## src/rtl/if_program_loader.sv

```systemverilog
// Byte-stream program loader and fetch sequencer for the IF stage.
// Optional LOAD idle timeout: define IF_LOADER_TIMEOUT_EN.
module if_program_loader #(
  parameter int NB_PC          = 6,
  parameter int NB_INSTRUCTION = 32,
  parameter int NB_DATA        = 8,
  parameter logic [NB_INSTRUCTION-1:0] HALT_WORD = 32'hFFFFFFFF,
  parameter int TIMEOUT_CYCLES = 1000
) (
  input  logic                      i_clock,
  input  logic                      i_reset,
  input  logic [NB_DATA-1:0]        i_rx_data,
  input  logic                      i_rx_valid,
  input  logic                      i_halt_detected,
  output logic                      o_imem_write_enable,
  output logic [NB_PC-1:0]          o_imem_write_addr,
  output logic [NB_INSTRUCTION-1:0] o_imem_write_data,
  output logic                      o_pc_enable,
  output logic                      o_pc_reset,
  output logic                      o_read_enable,
  output logic [2:0]                o_state,
  output logic                      o_error
);

  localparam logic [2:0] IDLE = 3'd0;
  localparam logic [2:0] LOAD = 3'd1;
  localparam logic [2:0] RUN  = 3'd2;
  localparam logic [2:0] STEP = 3'd3;
  localparam logic [2:0] DONE = 3'd4;

  localparam logic [NB_DATA-1:0] CMD_L = 8'h4C;
  localparam logic [NB_DATA-1:0] CMD_C = 8'h43;
  localparam logic [NB_DATA-1:0] CMD_S = 8'h53;
  localparam logic [NB_DATA-1:0] CMD_N = 8'h4E;
  localparam logic [NB_DATA-1:0] CMD_X = 8'h58;

  localparam int NB_BYTES = NB_INSTRUCTION / NB_DATA;
  localparam int NB_CNT   = $clog2(NB_BYTES);
  localparam logic [NB_CNT-1:0] CNT_LAST = NB_CNT'(NB_BYTES - 1);
  localparam logic [NB_PC-1:0] ADDR_LAST = {{(NB_PC-2){1'b1}}, 2'b00};

  logic [2:0]                state_q, state_d;
  logic [NB_CNT-1:0]         cnt_q, cnt_d;
  logic [NB_INSTRUCTION-1:0] word_q, word_d, word_asm;
  logic [NB_PC-1:0]          addr_q, addr_d;
  logic                      we_q, we_d;
  logic [NB_PC-1:0]          waddr_q, waddr_d;
  logic [NB_INSTRUCTION-1:0] wdata_q, wdata_d;
  logic                      pe_q, pe_d;
  logic                      prst_q, prst_d;
  logic                      rd_q, rd_d;
  logic                      step_pulse;

`ifdef IF_LOADER_TIMEOUT_EN
  localparam int NB_TMO = $clog2(TIMEOUT_CYCLES + 1);
  localparam logic [NB_TMO-1:0] TMO_LAST = NB_TMO'(TIMEOUT_CYCLES - 1);
  logic [NB_TMO-1:0] tmo_q, tmo_d;
  logic              err_q, err_d;
`else
  wire unused_tmo = (TIMEOUT_CYCLES == 0);
`endif

  always_comb begin
    state_d    = state_q;
    cnt_d      = cnt_q;
    word_d     = word_q;
    addr_d     = addr_q;
    we_d       = 1'b0;
    waddr_d    = waddr_q;
    wdata_d    = wdata_q;
    step_pulse = 1'b0;
    word_asm   = word_q;
    word_asm[cnt_q*NB_DATA +: NB_DATA] = i_rx_data;
`ifdef IF_LOADER_TIMEOUT_EN
    tmo_d = '0;
    err_d = 1'b0;
`endif
    case (state_q)
      IDLE: begin
        if (i_rx_valid) begin
          if (i_rx_data == CMD_L) begin
            addr_d  = '0;
            cnt_d   = '0;
            word_d  = '0;
            state_d = LOAD;
          end else if (i_rx_data == CMD_C) begin
            state_d = RUN;
          end else if (i_rx_data == CMD_S) begin
            state_d = STEP;
          end
        end
      end
      LOAD: begin
        if (i_rx_valid) begin
          if (cnt_q == CNT_LAST) begin
            we_d    = 1'b1;
            waddr_d = addr_q;
            wdata_d = word_asm;
            cnt_d   = '0;
            word_d  = '0;
            // The top word is the last slot: hold the address, never wrap.
            if (addr_q != ADDR_LAST) addr_d = addr_q + NB_PC'(4);
            if (word_asm == HALT_WORD || addr_q == ADDR_LAST)
              state_d = IDLE;
          end else begin
            word_d = word_asm;
            cnt_d  = cnt_q + 1'b1;
          end
        end
`ifdef IF_LOADER_TIMEOUT_EN
        else if (tmo_q == TMO_LAST) begin
          cnt_d   = '0;
          word_d  = '0;
          err_d   = 1'b1;
          state_d = IDLE;
        end else begin
          tmo_d = tmo_q + 1'b1;
        end
`endif
      end
      RUN: begin
        if (i_halt_detected) state_d = DONE;
      end
      STEP: begin
        if (i_halt_detected) begin
          state_d = DONE;
        end else if (i_rx_valid) begin
          if (i_rx_data == CMD_N) step_pulse = 1'b1;
          else if (i_rx_data == CMD_C) state_d = RUN;
        end
      end
      DONE: begin
        if (i_rx_valid && i_rx_data == CMD_X) state_d = IDLE;
      end
      default: state_d = IDLE;
    endcase
    prst_d = (state_d == IDLE) || (state_d == LOAD);
    rd_d   = (state_d == RUN) || (state_d == STEP);
    pe_d   = (state_d == RUN) || step_pulse;
  end

  always_ff @(posedge i_clock) begin
    if (!i_reset) begin
      state_q <= IDLE;
      cnt_q   <= '0;
      word_q  <= '0;
      addr_q  <= '0;
      we_q    <= 1'b0;
      waddr_q <= '0;
      wdata_q <= '0;
      pe_q    <= 1'b0;
      prst_q  <= 1'b1;
      rd_q    <= 1'b0;
    end else begin
      state_q <= state_d;
      cnt_q   <= cnt_d;
      word_q  <= word_d;
      addr_q  <= addr_d;
      we_q    <= we_d;
      waddr_q <= waddr_d;
      wdata_q <= wdata_d;
      pe_q    <= pe_d;
      prst_q  <= prst_d;
      rd_q    <= rd_d;
    end
  end

`ifdef IF_LOADER_TIMEOUT_EN
  always_ff @(posedge i_clock) begin
    if (!i_reset) begin
      tmo_q <= '0;
      err_q <= 1'b0;
    end else begin
      tmo_q <= tmo_d;
      err_q <= err_d;
    end
  end
  assign o_error = err_q;
`else
  assign o_error = 1'b0;
`endif

  assign o_imem_write_enable = we_q;
  assign o_imem_write_addr   = waddr_q;
  assign o_imem_write_data   = wdata_q;
  assign o_pc_enable         = pe_q;
  assign o_pc_reset          = prst_q;
  assign o_read_enable       = rd_q;
  assign o_state             = state_q;

endmodule

```

## config.mk

```make
export PLATFORM = sky130hd
export DESIGN_NAME = if_program_loader
export DESIGN_NICKNAME = d
export VERILOG_FILES = /design/src/rtl/if_program_loader.sv
export SDC_FILE = /design/constraint.sdc
export NUM_CORES = 1
export LEC_CHECK = 0
export BUFFER_PORTS_ARGS = -buffer_cell sky130_fd_sc_hd__buf_2
export CAP_MARGIN = 25
export CORE_AREA = 3 3 93 95
export DETAILED_ROUTE_END_ITERATION = 10
export DIE_AREA = 0 0 96 98
export HOLD_SLACK_MARGIN = 0.05
export PLACE_DENSITY = 0.85
export SYNTH_ARGS = -nofsm -noshare
export SYNTH_HDL_FRONTEND = slang
export SYNTH_SLANG_ARGS = --single-unit
```

## constraint.sdc

```tcl
create_clock -name i_clock -period 2.1 [get_ports i_clock]
set_input_delay 0.105 -clock i_clock [delete_from_list [all_inputs] [get_ports i_clock]]
set_output_delay 0.105 -clock i_clock [all_outputs]
set_load 0.01 [all_outputs]
```

* Word level (Yosys, flattened, before mapping) *
Cells that the tools add are included.

cells by class
  reduce and logical (&&, ||, !) cells = 12
  equal/unequal tests = 21
  shifts and indexed selects = 2
  add/subtract/negate cells = 3
  muxes and demuxes = 36

operators by type and width
  kind                                                                      number
  32-bit 2-to-1 mux                                                         4
  32-bit case mux with 2 select lines                                       1
  8-bit by 7-bit equality test with 1-bit output (second input constant)    5
  3-bit 2-to-1 mux                                                          13
  5-bit negation with 34-bit output                                         1
  8-bit by 34-bit variable shift with 32-bit output (first input constant)  1
  8-bit by 34-bit indexed part select with 32-bit output                    1
  32-bit bitwise mux                                                        1
  32-bit equality test (second input constant)                              1
  6-bit 2-to-1 mux                                                          5
  3-bit case mux with 5 select lines                                        1
  3-bit by 2-bit equality test with 1-bit output (second input constant)    4
  6-bit case mux with 2 select lines                                        1
  2-bit inequality test (second input constant)                             5
  2-bit 2-to-1 mux                                                          4
  6-bit by 3-bit adder with 6-bit output (second input constant)            1
  3-bit by 1-bit equality test with 1-bit output (second input constant)    2
  6-bit equality test (second input constant)                               1
  3-bit logical NOT                                                         2
  6-bit inequality test (second input constant)                             1
  3-bit AND reduction                                                       2
  6-bit AND reduction                                                       1
  1-bit 2-to-1 mux                                                          5
  1-bit logical OR                                                          4
  7 further kinds                                                           7

word-level totals
  bits in registers = 85
  word-level logic and storage cells = 84
  output and inout port bits = 46
  input port bits = 12

* Longest topological paths before layout *
  word-level depth = 11
  depth in mapped cells = 9
  depth with buffers taken out = 8

* Worst setup path before layout *
Ideal clock, no wire load.

  path kind = register to register
  start = register cnt_q[0]
  end = register state_q[0], in the netlist o_state[0]
  required time = 1972 ps
  cell stages (with the launch flop) = 10
  data arrival time = 2168 ps
  library setup time = 128 ps
  slack = -196 ps
  clock period less this slack = 2296 ps
  path buffers = 1
  path through = dfxtp_1 -> inv_1 -> ha_1 -> and2_1 -> clkbuf_1 -> nand4_1 -> a2111oi_0 -> nand3_1 -> o31ai_1 -> a21oi_1

between the ends
  cells in the longest elaborated chain, start to end = 9
  elaborated cells between the ends (all ways) = 11
  those cells by class = add/sub (1); eq/ne (2); shift (2); mux (5); reduce/logical (1)

ends and longest elaborated chain
  what                                                                                                                                RTL line  RTL
  start, declared                                                                                                                     43        logic [NB_CNT-1:0] cnt_q, cnt_d;
  start signal, assigned                                                                                                              156       cnt_q <= cnt_d;
  5-bit negation with 34-bit output                                                                                                   73        word_asm[cnt_q*NB_DATA +: NB_DATA] = i_rx_data;
  8-bit by 34-bit indexed part select with 32-bit output / 8-bit by 34-bit variable shift with 32-bit output (equally long branches)  73
  32-bit bitwise mux                                                                                                                  73
  32-bit equality test                                                                                                                103       if (word_asm == HALT_WORD || addr_q == ADDR_LAST)
  1-bit logical OR                                                                                                                    103
  3-bit 2-to-1 mux                                                                                                                    103
  3-bit 2-to-1 mux (*)                                                                                                                95        if (cnt_q == CNT_LAST) begin
  3-bit 2-to-1 mux (*)                                                                                                                94        if (i_rx_valid) begin
  3-bit case mux with 5 select lines (*)                                                                                              78        case (state_q)
  end signal, assigned                                                                                                                155       state_q <= state_d;
  end, declared                                                                                                                       42        logic [2:0] state_q, state_d;

Mark *: on every way between the ends. The rest lies on a longest branch, timed or not.
A chain may end at the register's enable or synchronous reset.

* Worst setup path in the final report *
  start = register cnt_q[1]
  end = register state_q[0], in the netlist o_state[0]

Same word-level chain as after synthesis.

==> impl_metrics.tcl <==
set metrics [dict create \
    syn_to_final_growth_pct 24.6 \
    fmax_mhz 474 \
    ys.flop_type "dfxtp_1" \
    cts_sinks 81 \
    fin_skew_ns 0.00619 \
    grt_max_degree 47 \
    failed_checks "negative setup slack" \
    grt_first_pass_wirelength_um 17400 \
    synth_area_leaders "dfxtp_1 41%, nor2b_1 11%, o211a_1 8.1%, a31oi_1 5.0%, nand2_1 4.8%" \
    min_period_over_period 1.01 \
    whs_endpoint "cnt_q[1]" \
    setup_viol 1 \
    place_ws_ns -0.106 \
    io_buffers 54 \
    outcome "finished, violations left" \
    fin_ws_ns -0.0110 \
    root_buffer "clkbuf_8" \
    whs_ns 0.119 \
    hold_start "i_rx_valid" \
    synth_common_cells "81 x dfxtp_1, 72 x nor2b_1, 51 x nand2_1" \
    fin_crit_ns 2.11 \
    finalNetCount 561 \
    drt_iter0_markers 258 \
    start_util 0.508 \
    synth.distinct_cells 48 \
    synth_area_um2 3970 \
    reg2reg_from "cnt_q[1]" \
    synth_top_area_frac 0.409 \
    worstMarginPinSlew_ns 0.577 \
    yosysMostFrequentCell "dfxtp_1" \
    cp.arrival_ns 2.34 \
    ctsHoldBuffers 0 \
    syn_avg_cell_area_um2 8.62 \
    power_density_nw_per_um2 532 \
    hold_viol_final 0 \
    cap_violations 0 \
    antenna_found_initial 0 \
    synth_edf_count 0 \
    diodes 0 \
    cp_slowest_stage_delay_ns 0.38 \
    gp_congestion 0.934 \
    gr-total-overflow 0 \
    gr-usage-all-layers 0.231 \
    vias 3726 \
    grt_pass1_vias 3613 \
    final_max_slew_viol_count 0 \
    die_w_um 96 \
    clkLatencyLatePin_ns 0.35 \
    worstRegToRegCells 8 \
    synth.largest_area_cell "dfxtp_1" \
    tns_ns -0.0110 \
    hpwl_um 7610 \
    dr.pass1.iters 4 \
    boundaryPins 58 \
    p_leak_uw 0.00228 \
    slowest_stage "a2111oi_2" \
    clkTransAtPathRegs_ns 0.08 \
    ant_nets 0 \
    wl_um 10800 \
    seq_area_frac_synth 0.409 \
    ys_warn_count 0 \
    crit_chain "inv_2 -> ha_4 -> and3b_2 -> a32oi_2 -> a2111oi_2 -> nand3_1 -> o31ai_2 -> a21oi_1" \
    start_kind "register" \
    crit_fanout 7 \
    synthCells 460 \
    ir_worst_vdd_mv 0.461 \
    synth-async-reset-ratio 0 \
    num_rows 32 \
    r2r-end "o_state[0]" \
    die_height_um 98 \
    layout-drive-gt1-share 0.277 \
    clk_path_buf_depth 2 \
    core-area_um2 7810 \
    hold_path_depth 3 \
    drt_drc_violations_left 0 \
    ys_seq_elements 81 \
    cts_max_level 3 \
    numCtsBuffers 9 \
    wl_per_cell_um 16.7 \
    min_path_type "in2reg" \
    fillers 660 \
    slew_headroom 0.615 \
    vias_per_cell 5.75 \
    critPathKind "reg2reg" \
    fin_cells 648 \
    cp_num_buf_inv 1 \
    dieArea_um2 9410 \
    required_ns 2.33 \
    crit_family "compound AO/OA/AOI/OAI gates" \
    end_kind "register" \
    dp_cells 632 \
    rsz0062_at_grt "true" \
    cts_tree "yes" \
    reg2reg_slack_ns -0.01 \
]
-- tightest hold or removal path, delay by kind of cell --
family / cells / cell delay (ns)
simple gates: 1 / 0.09
compound gates: 1 / 0.08
buf+inv: 1 / 0.15
-- metal layers --
| layer | vias up | share of wire | global-route usage |
|---|---|---|---|
| li1 | 1811 | - | - |
| met1 | 1766 | 0.45 | 0.295 |
| met2 | 127 | 0.47 | 0.375 |
| met3 | 22 | 0.061 | 0.0562 |
| met4 | 0 | 0.018 | 0.0853 |
| met5 | - | 0 | 0 |
-- where the power goes --
part	internal, uW	switching [uW]	leakage, uW
Clock	452	531	0.0000822
Combinational	46.4	65.3	0.00155
Sequential	1530	0.391	0.000653
-- stage by stage --
step	instance area [um^2]	utilization	power, uW
2_1_floorplan	3990	-	1630
3_3_place_gp	4650	0.596	1680
3_5_place_dp	4650	0.596	1680
4_1_cts	4850	0.621	2660
5_1_grt	4940	0.633	2730
6_report	4940	0.633	2630
-- cells in the final DEF (no fill, tap or decap), drive strengths merged, types with 9 or more instances in the layout --
cell | netlist | layout
nand2 | 51 | 51
a31oi | 32 | 32
a21oi | 28 | 28
a21boi | 10 | 10
clkbuf | 25 | 12
or3 | 9 | 9
dfxtp | 81 | 81
o211a | 32 | 32
nor3 | 27 | 27
nor2 | 15 | 15
nor2b | 72 | 72
buf | 12 | 106
-- how the worst max path moves through the flow --
| stage | slack [ns] | endpoint | depth (start not counted) | from |
|---|---|---|---|---|
| detailed placement | -0.11 | o_state[0] | 8 | cnt_q[0] |
| finish | -0.01 | o_state[0] | 8 | cnt_q[1] |
| global route | -0.15 | o_state[0] | 8 | cnt_q[1] |
| floorplan | 0.03 | o_state[0] | 8 | cnt_q[0] |
| global placement | -0.001 | o_state[0] | 8 | cnt_q[0] |
| CTS | 0.006 | o_state[0] | 9 | cnt_q[1] |
-- cell families (layout without fill, tap and decap cells) --
group	Yosys count	in the layout	synth area share
xor+xnor	3	3	0.00663
fa+ha+maj	7	7	0.0221
other cells	1	3	0.000946
mux	4	4	0.0101
compound gates	119	119	0.218
buf+inv	39	123	0.0435
flops	81	81	0.409
simple gates	206	206	0.289
-- registers in the layout (all words and copies together), names as in the netlist --
signal and cells:
word_q 32, o_imem_write_addr 4, addr_q 4, o_imem_write_data 32
o_state 3, o_read_enable 1, o_imem_write_enable 1, o_pc_reset 1
o_pc_enable 1, cnt_q 2
-- repair_timing --
action	4_1_cts	5_1_grt
gates resized for setup	11	17
setup endpoints to repair	1	1
hold endpoints to repair	0	0
pin swaps	1	7
buffers inserted	0	1
-- layout make-up --
cell class / instances / area (um^2) / area share
clock buffer: 12 / 145 / 0.0294
clock inverter: 3 / 17.5 / 0.00355
inverter: 2 / 7.51 / 0.00152
multi-input combinational: 342 / 2320 / 0.469
sequential: 81 / 1620 / 0.329
tap: 102 / 128 / 0.0258
timing repair buffer: 106 / 702 / 0.142
No activity file was read; power rests on OpenSTA's default activity.
